[src/rtl/instruction_fetch_if.sv]
// Bundle between the fetch stage (master) and the instruction memory plus datapath (slave).
// Handshake: a fetch completes in any cycle where imem_req && imem_ready; the datapath
// consumes the presented instruction in any cycle where instr_valid && instr_ack.
interface instruction_fetch_if;
    logic        imem_req;
    logic [31:0] imem_addr;
    logic        imem_ready;
    logic [31:0] imem_rdata;
    logic        instr_ack;
    logic        branch_taken;
    logic [15:0] branch_offset;
    logic        jump;
    logic [25:0] jump_target;
    logic [31:0] instr;
    logic [5:0]  opcode;
    logic        instr_valid;
    logic [31:0] pc;
    logic [31:0] fetch_count;
    logic [1:0]  fsm_state;

    modport master (
        output imem_req, imem_addr, instr, opcode, instr_valid, pc, fetch_count, fsm_state,
        input  imem_ready, imem_rdata, instr_ack, branch_taken, branch_offset, jump, jump_target
    );

    modport slave (
        input  imem_req, imem_addr, instr, opcode, instr_valid, pc, fetch_count, fsm_state,
        output imem_ready, imem_rdata, instr_ack, branch_taken, branch_offset, jump, jump_target
    );
endinterface

[src/rtl/instruction_fetch.sv]
// Sequential fetch stage: holds the PC, fetches one word at a time from instruction
// memory and presents it to the control unit until the datapath acknowledges it.
module instruction_fetch #(
    parameter logic [31:0] RESET_PC = 32'h0000_0000
) (
    input  logic               clk,
    input  logic               rst_n,
    instruction_fetch_if.master bus
);
    typedef enum logic [1:0] {
        IDLE = 2'd0,
        REQ  = 2'd1,
        HOLD = 2'd2
    } state_t;

    state_t      state_q, state_d;
    logic        launch_q, launch_d;
    logic        imem_req_q, imem_req_d;
    logic [31:0] pc_q, pc_d;
    logic [31:0] instr_q, instr_d;
    logic        instr_valid_q, instr_valid_d;
    logic [31:0] fetch_count_q, fetch_count_d;

    logic [31:0] pc4;
    logic [31:0] branch_disp;
    logic [31:0] next_pc;

    always_comb begin
        pc4         = pc_q + 32'd4;
        branch_disp = {{14{bus.branch_offset[15]}}, bus.branch_offset, 2'b00};
        // Jump wins over a taken branch when both are flagged.
        if (bus.jump)
            next_pc = {pc4[31:28], bus.jump_target, 2'b00};
        else if (bus.branch_taken)
            next_pc = pc4 + branch_disp;
        else
            next_pc = pc4;
    end

    always_comb begin
        state_d       = state_q;
        launch_d      = launch_q;
        imem_req_d    = imem_req_q;
        pc_d          = pc_q;
        instr_d       = instr_q;
        instr_valid_d = instr_valid_q;
        fetch_count_d = fetch_count_q;
        case (state_q)
            IDLE: begin
                // The first edge after reset release is spent arming; the request
                // goes out on the second edge.
                if (launch_q) begin
                    state_d    = REQ;
                    imem_req_d = 1'b1;
                end else begin
                    launch_d = 1'b1;
                end
            end
            REQ: begin
                if (bus.imem_ready) begin
                    instr_d       = bus.imem_rdata;
                    instr_valid_d = 1'b1;
                    imem_req_d    = 1'b0;
                    state_d       = HOLD;
                end
            end
            HOLD: begin
                if (bus.instr_ack) begin
                    pc_d          = next_pc;
                    instr_valid_d = 1'b0;
                    fetch_count_d = fetch_count_q + 32'd1;
                    imem_req_d    = 1'b1;
                    state_d       = REQ;
                end
            end
            default: begin
                state_d    = IDLE;
                imem_req_d = 1'b0;
            end
        endcase
    end

    always_ff @(posedge clk or negedge rst_n) begin
        if (!rst_n) begin
            state_q       <= IDLE;
            launch_q      <= 1'b0;
            imem_req_q    <= 1'b0;
            pc_q          <= RESET_PC;
            instr_q       <= 32'd0;
            instr_valid_q <= 1'b0;
            fetch_count_q <= 32'd0;
        end else begin
            state_q       <= state_d;
            launch_q      <= launch_d;
            imem_req_q    <= imem_req_d;
            pc_q          <= pc_d;
            instr_q       <= instr_d;
            instr_valid_q <= instr_valid_d;
            fetch_count_q <= fetch_count_d;
        end
    end

    assign bus.imem_req    = imem_req_q;
    assign bus.imem_addr   = pc_q;
    assign bus.instr       = instr_q;
    assign bus.opcode      = instr_q[31:26];
    assign bus.instr_valid = instr_valid_q;
    assign bus.pc          = pc_q;
    assign bus.fetch_count = fetch_count_q;
    assign bus.fsm_state   = state_q;
endmodule
[src/flat_wrapper.sv]
// flat-port wrapper written by rule: the top's interface ports become plain ports
module instruction_fetch_flat 
#(
    parameter logic [31:0] RESET_PC = 32'h0000_0000
)
  (clk, rst_n, bus_imem_req, bus_imem_addr, bus_instr, bus_opcode, bus_instr_valid, bus_pc, bus_fetch_count, bus_fsm_state, bus_imem_ready, bus_imem_rdata, bus_instr_ack, bus_branch_taken, bus_branch_offset, bus_jump, bus_jump_target);
  instruction_fetch_if bus_i ();
  input  logic clk;
  input  logic rst_n;
  output wire logic [$bits(bus_i.imem_req)-1:0] bus_imem_req;
  output wire logic [$bits(bus_i.imem_addr)-1:0] bus_imem_addr;
  output wire logic [$bits(bus_i.instr)-1:0] bus_instr;
  output wire logic [$bits(bus_i.opcode)-1:0] bus_opcode;
  output wire logic [$bits(bus_i.instr_valid)-1:0] bus_instr_valid;
  output wire logic [$bits(bus_i.pc)-1:0] bus_pc;
  output wire logic [$bits(bus_i.fetch_count)-1:0] bus_fetch_count;
  output wire logic [$bits(bus_i.fsm_state)-1:0] bus_fsm_state;
  input wire logic [$bits(bus_i.imem_ready)-1:0] bus_imem_ready;
  input wire logic [$bits(bus_i.imem_rdata)-1:0] bus_imem_rdata;
  input wire logic [$bits(bus_i.instr_ack)-1:0] bus_instr_ack;
  input wire logic [$bits(bus_i.branch_taken)-1:0] bus_branch_taken;
  input wire logic [$bits(bus_i.branch_offset)-1:0] bus_branch_offset;
  input wire logic [$bits(bus_i.jump)-1:0] bus_jump;
  input wire logic [$bits(bus_i.jump_target)-1:0] bus_jump_target;
  assign bus_imem_req = bus_i.imem_req;
  assign bus_imem_addr = bus_i.imem_addr;
  assign bus_instr = bus_i.instr;
  assign bus_opcode = bus_i.opcode;
  assign bus_instr_valid = bus_i.instr_valid;
  assign bus_pc = bus_i.pc;
  assign bus_fetch_count = bus_i.fetch_count;
  assign bus_fsm_state = bus_i.fsm_state;
  assign bus_i.imem_ready = bus_imem_ready;
  assign bus_i.imem_rdata = bus_imem_rdata;
  assign bus_i.instr_ack = bus_instr_ack;
  assign bus_i.branch_taken = bus_branch_taken;
  assign bus_i.branch_offset = bus_branch_offset;
  assign bus_i.jump = bus_jump;
  assign bus_i.jump_target = bus_jump_target;
  instruction_fetch #(.RESET_PC(RESET_PC)) u_core (.clk(clk), .rst_n(rst_n), .bus(bus_i));
endmodule
[config.mk]
export PLATFORM = sky130hd
export DESIGN_NAME = instruction_fetch_flat
export DESIGN_NICKNAME = d
export VERILOG_FILES = /design/src/rtl/instruction_fetch_if.sv /design/src/rtl/instruction_fetch.sv /design/src/flat_wrapper.sv
export SDC_FILE = /design/constraint.sdc
export NUM_CORES = 1
export LEC_CHECK = 0
export ABC_AREA = 1
export CAP_MARGIN = 20
export CORE_AREA = 5 5 158 160
export CTS_BUF_LIST = sky130_fd_sc_hd__clkbuf_2
export CTS_CLUSTER_DIAMETER = 60
export DETAILED_ROUTE_END_ITERATION = 16
export DIE_AREA = 0 0 163 165
export DONT_BUFFER_PORTS = 1
export SYNTH_ARGS = -nofsm -noshare
export SYNTH_HDL_FRONTEND = slang
export SYNTH_SLANG_ARGS = --single-unit
[constraint.sdc]
create_clock -name clk -period 3.02 [get_ports clk]
set_input_delay 0.906 -clock clk [delete_from_list [all_inputs] [get_ports clk]]
set_output_delay 0.906 -clock clk [all_outputs]
set_load 0.01 [all_outputs]
==> impl_metrics.ini, run 1 <==
[min_path]
hold_path.class = in -> async

[floorplanning]
die_area_sq_um = 26900
rows = 56
initial_utilization_pct = 34.7
core_sq_um = 23300
die_x_um = 163
dieHeight_um = 165
io_pins = 218

[pwr]
power_density_nw_per_um2 = 898
total_power_mw = 8.64
peakVddDrop_mv = 0.401
cellLeakagePower_nw = 4.83

[critical_path]
cp-start-kind = register
crit_path_end_kind = register
r2r_cells = 18
critical_path_class = reg -> reg
path_max_fanout = 5
worst-endpoint-required_ns = 3.55
r2r_slack_ns = 0.14
critPathArrivalTime_ns = 3.41

[global_route]
grt_pass1_vias = 7246
grt_usage_pct = 19.2
overflow = 0
grt_max_degree = 99
antenna_found_initial = 1
grt_pass1_wl_um = 40400

[logic_synthesis]
yosysTopAreaCell = dfrtp_1
ys_types = 48
synth.area.top_cells = dfrtp_1, nand2_1, inv_1
syn_avg_cell_area_sq_um = 6.98
yosysWarnings = 0
yosysSeqAreaShare_pct = 30.4
async_flop_share_pct = 100
synth_flop_cell = dfrtp_1
synth_area_sq_um = 8060
synth_edf_count = 0
netlist.area_leader.share_pct = 30.4
synth-seq-cells = 98
synth_cells = 1155

[timing]
hold_viol = 0
rsz0062_at_grt = true
finalSetupViolations = 0
hold_ws_ns = 0.179
tns_ns = 0
fin_crit_ns = 2.88
maxSlewHeadroom_pct = 60.6
max_freq_mhz = 347
drv_slew = 0
finClkSkew_ns = 0.0283
tightest_slew_ns = 0.590
fin_crit_sh_pct = 95.4

[drt]
drt_iter0_drc = 575
vias = 7610
vias_per_cell = 4.92
antenna_left = 0
post_drt_wl_per_cell_um = 17.1
firstDrtPassIters = 5
drc_errors = 0
routed_wl_um = 26500

[flow_run]
cap_viol_max_count = 0

[layout]
final_util_pct = 41.4
stdcell_count = 1548
nNetsFinal = 1343
drive_above_1_share_pct = 24.4
synthToLayoutAreaGrowth_pct = 19.3

[place]
dp.final_hpwl_um = 21300
routabilityCongestion = 0.952
port_buffers = 0
dp.cells = 1514

[cts]
cts_root_buffer = clkbuf_2
clkLatencyLatePin_ns = 0.59
cts_buffer_depth = 2
cts_tree = yes
cts_max_level = 3
cts_buffers = 9
clk_pin_slew_ns = 0.28
clock_sinks = 98

[status]
status = complete, no violations
[critical path, stage by stage (launching register included)]
cell	delay [ns]
dfrtp_1	0.47
nand2_2	0.08
nor2_4	0.19
nand3b_1	0.10
buf_4	0.18
o21ai_0	0.16
nand2_1	0.10
ha_1	0.35
nand2_2	0.10
buf_4	0.15
nor2_4	0.12
inv_1	0.08
nor2_4	0.13
nand3b_1	0.12
nand3_1	0.10
nand2_1	0.05
nand3_1	0.12
nand2_1	0.09
a21boi_2	0.14
[Yosys cell counts, types with 13 or more instances]
master / number
a21oi_1: 58
buf_4: 41
clkbuf_1: 13
dfrtp_1: 98
ha_1: 38
inv_1: 168
mux2_2: 32
nand2_1: 345
nand3_1: 74
nand4_1: 15
nor2_1: 86
nor3_1: 14
o21ai_0: 25
xor2_1: 41
[worst paths after layout]
| path | startpoint | end |
|---|---|---|
| hold reg to reg | u_core.launch_q | u_core.launch_q |
| setup / recovery | u_core.bus.imem_addr[4] | u_core.bus.imem_addr[22] |
| max in group asynchronous | rst_n | u_core.bus.imem_addr[11] |
| hold / removal | rst_n | u_core.bus.instr[25] |
| setup reg to reg | u_core.bus.imem_addr[4] | u_core.bus.imem_addr[22] |
| min in group clk | bus_imem_rdata[17] | u_core.bus.instr[17] |
[placed cells by master (no fill, tap or decap), types with 26 or more instances in the layout]
cell,count
nand2_2,32
dfrtp_1,94
buf_4,113
nor2_1,53
nor2_2,26
a21oi_1,53
nand2_1,318
xor2_1,36
inv_1,166
mux2_2,32
nand3_1,74
[per-layer routing]
metal / vias to the layer above / GRT usage (%) / part of all wire, %
li1: 3766 / - / -
met1: 3539 / 25.6 / 42
met2: 277 / 31.4 / 48
met3: 28 / 4.87 / 8.0
met4: 0 / 4.69 / 1.9
met5: - / 0 / 0
[through the flow]
step,worst slack [ns],area (sq um)
2_1_floorplan,0.240,8070
3_3_place_gp,-0.226,8810
3_5_place_dp,-0.274,8810
4_1_cts,-0.0194,9000
5_1_grt,-0.0753,9620
6_report,0.138,9620
[state kept, by name, summed over array words and instances (netlist names)]
register and cells:
u_core.bus.imem_req 1, u_core.launch_q 1, u_core.bus.instr 32, u_core.bus.fetch_count 32, u_core.bus.imem_addr 30, u_core.bus.fsm_state 1, u_core.bus.instr_valid 1
[cell type report]
| type | count | area, sq um |
|---|---|---|
| Fill cell | 2476 | 13600 |
| Multi-Input combinational cell | 832 | 5160 |
| Sequential cell | 98 | 2460 |
| Timing Repair Buffer | 114 | 876 |
| Inverter | 169 | 634 |
| Tap cell | 319 | 399 |
| Clock buffer | 10 | 50.0 |
| Clock inverter | 5 | 38.8 |
| Antenna cell | 1 | 2.50 |
[what timing repair did]
item / in CTS / in global routing
hold endpoints to repair: 98 / 0
buffers inserted: 2 / 15
setup endpoints to repair: 9 / 21
hold buffers: 1 / 0
gates resized for setup: 13 / 123
pin swaps: 1 / 15
[cells by family (layout without fill, tap and decap cells)]
| logic type | Yosys count | count (layout) | synth area share, % |
|---|---|---|---|
| fa+ha+maj | 39 | 39 | 6.15 |
| buf+inv | 228 | 298 | 12.6 |
| simple gates | 585 | 585 | 32.2 |
| flops | 98 | 98 | 30.4 |
| mux | 32 | 32 | 4.47 |
| compound gates | 120 | 120 | 8.50 |
| xor+xnor | 52 | 52 | 5.65 |
| other cells | 1 | 5 | 0.0465 |
[power by group]
| group | total, mW | internal (mW) | switching (mW) |
|---|---|---|---|
| Combinational | 5.69 | 2.39 | 3.30 |
| Clock | 0.584 | 0.114 | 0.470 |
| Sequential | 2.37 | 1.76 | 0.613 |
Note: power is estimated with default switching activity, not from simulation.
==> inputs of run 2 (changes only) <==
--- a/config.mk
+++ b/config.mk
@@ -7,11 +7,11 @@
 export LEC_CHECK = 0
 export ABC_AREA = 1
 export CAP_MARGIN = 20
-export CORE_AREA = 5 5 158 160
+export CORE_AREA = 5 5 130 194
 export CTS_BUF_LIST = sky130_fd_sc_hd__clkbuf_2
 export CTS_CLUSTER_DIAMETER = 60
 export DETAILED_ROUTE_END_ITERATION = 16
-export DIE_AREA = 0 0 163 165
+export DIE_AREA = 0 0 135 199
 export DONT_BUFFER_PORTS = 1
 export SYNTH_ARGS = -nofsm -noshare
 export SYNTH_HDL_FRONTEND = slang
==> impl_metrics.ini, run 2 (same netlist as run 1, synthesis figures left out) <==
[place]
dp.final_hpwl_um = 22100
dp.cells = 1534
port_buffers = 0
routabilityCongestion = 0.940

[drt]
firstDrtPassIters = 5
drt_iter0_drc = 394
antenna_left = 0
post_drt_wl_per_cell_um = 17.5
routed_wl_um = 27400
vias_per_cell = 4.89
vias = 7659
drc_errors = 0

[cts]
clk_pin_slew_ns = 0.28
cts_max_level = 3
cts_tree = yes
cts_buffer_depth = 2
clkLatencyLatePin_ns = 0.59
clock_sinks = 98
cts_buffers = 9
cts_root_buffer = clkbuf_2

[pwr]
power_density_nw_per_um2 = 904
cellLeakagePower_nw = 4.91
peakVddDrop_mv = 0.392
total_power_mw = 8.80

[floorplanning]
rows = 69
core_sq_um = 23400
dieHeight_um = 199
initial_utilization_pct = 34.5
io_pins = 218
die_x_um = 135
die_area_sq_um = 26900

[critical_path]
path_max_fanout = 6
critical_path_class = reg -> reg
critPathLaunch = u_core.bus.imem_addr[3]
r2r_end = u_core.bus.imem_addr[25]
r2r_slack_ns = 0.1
crit_path_end_kind = register
reg2reg_from = u_core.bus.imem_addr[3]
r2r_cells = 17
cp-start-kind = register
critPathArrivalTime_ns = 3.45
endpoint = u_core.bus.imem_addr[25]
worst-endpoint-required_ns = 3.55

[timing]
finClkSkew_ns = 0.0341
tns_ns = 0
drv_slew = 0
rsz0062_at_grt = true
max_freq_mhz = 342
fin_crit_ns = 2.92
maxSlewHeadroom_pct = 64.2
hold_viol = 0
fin_crit_sh_pct = 96.7
finalSetupViolations = 0
tightest_slew_ns = 0.537

[layout]
stdcell_count = 1565
nNetsFinal = 1359
drive_above_1_share_pct = 24.7
multi_input_area_sq_um = 5130
n_fill_cell = 2409
layout_commonest_cell = nand2_1
synthToLayoutAreaGrowth_pct = 20.8
regArea_sq_um = 2460
final_cell_mix = nand2_1, inv_1, buf_4

[flow_run]
cap_viol_max_count = 0

[min_path]
hold_path.class = in -> async

[global_route]
grt_max_degree = 99
antenna_found_initial = 1
overflow = 0
grt_usage_pct = 19.6
grt_pass1_vias = 7652
grt_pass1_wl_um = 40500

[status]
status = complete, no violations
run 2: changes by cell type in the layout (fill, tap and decap cells not counted), sizes merged:
cell | previous run | this run
clkinvlp | 1 | 2
bufinv | 0 | 1
inv | 170 | 169
buf | 114 | 130
run 2: worst min-delay path by stage:
stage	from	to	slack, ns	cells after the start
after floorplan	u_core.launch_q	u_core.launch_q	0.44	1
after global placement	u_core.launch_q	u_core.launch_q	0.47	1
after detailed placement	u_core.launch_q	u_core.launch_q	0.47	1
after CTS	rst_n	u_core.bus.imem_addr[29]	0.13	1
after global routing	rst_n	u_core.bus.imem_addr[18]	0.15	1
final	rst_n	u_core.bus.imem_addr[15]	0.18	1
run 2: layout make-up:
class,count,area share (%)
diodes,1,0.0257
clock buffers,10,0.514
clock inverters,6,0.681
inverters,169,6.51
multi-input cells,832,52.7
flip-flops and latches,98,25.2
well taps,319,4.10
repair buffers,130,10.3
run 2: worst max-delay path, stage by stage (launching register included):
cell and delay [ns]:
dfrtp_2 0.48, nand2_2 0.08, nor2_4 0.19, nand2_1 0.18, nor2_4 0.22, nand2_1 0.11, xor2_2 0.18, ha_1 0.33
nand2_2 0.10, nor2_4 0.17, nand2_1 0.10, nor2_1 0.11, nand2_1 0.10, nand3_1 0.11, nand2_1 0.05, nand3_1 0.12
nand2_1 0.08, a21boi_0 0.15
run 2: timing repair:
action	CTS	global route
gates cloned	0	0
hold buffers	1	0
buffers inserted	3	10
hold endpoints to repair	98	0
resized for setup	18	101
setup endpoints to repair	14	22
pin swaps	0	10
run 2: where the power goes:
group / total [mW] / internal (mW) / switching [mW]
logic: 5.79 / 2.45 / 3.34
clock network: 0.669 / 0.196 / 0.473
registers: 2.34 / 1.76 / 0.590
run 2: stage by stage:
stage               utilization, %  setup WS [ns]  area, sq um  hold WS [ns]
global placement              38.3         -0.270         8960         0.467
global route                  41.6        -0.0704         9740         0.149
CTS                           39.3        0.00384         9190         0.131
floorplan                        -          0.240         8070         0.445
finish                        41.6         0.0983         9740         0.180
detailed placement            38.3         -0.262         8960         0.469
run 2: routing by layer:
metal | track usage [%] | vias up | part of all wire, %
met5 | 0 | - | 0
met4 | 10.8 | 0 | 5.4
met3 | 5.06 | 72 | 7.4
met2 | 36.5 | 264 | 53
met1 | 19.6 | 3533 | 34
li1 | - | 3790 | -
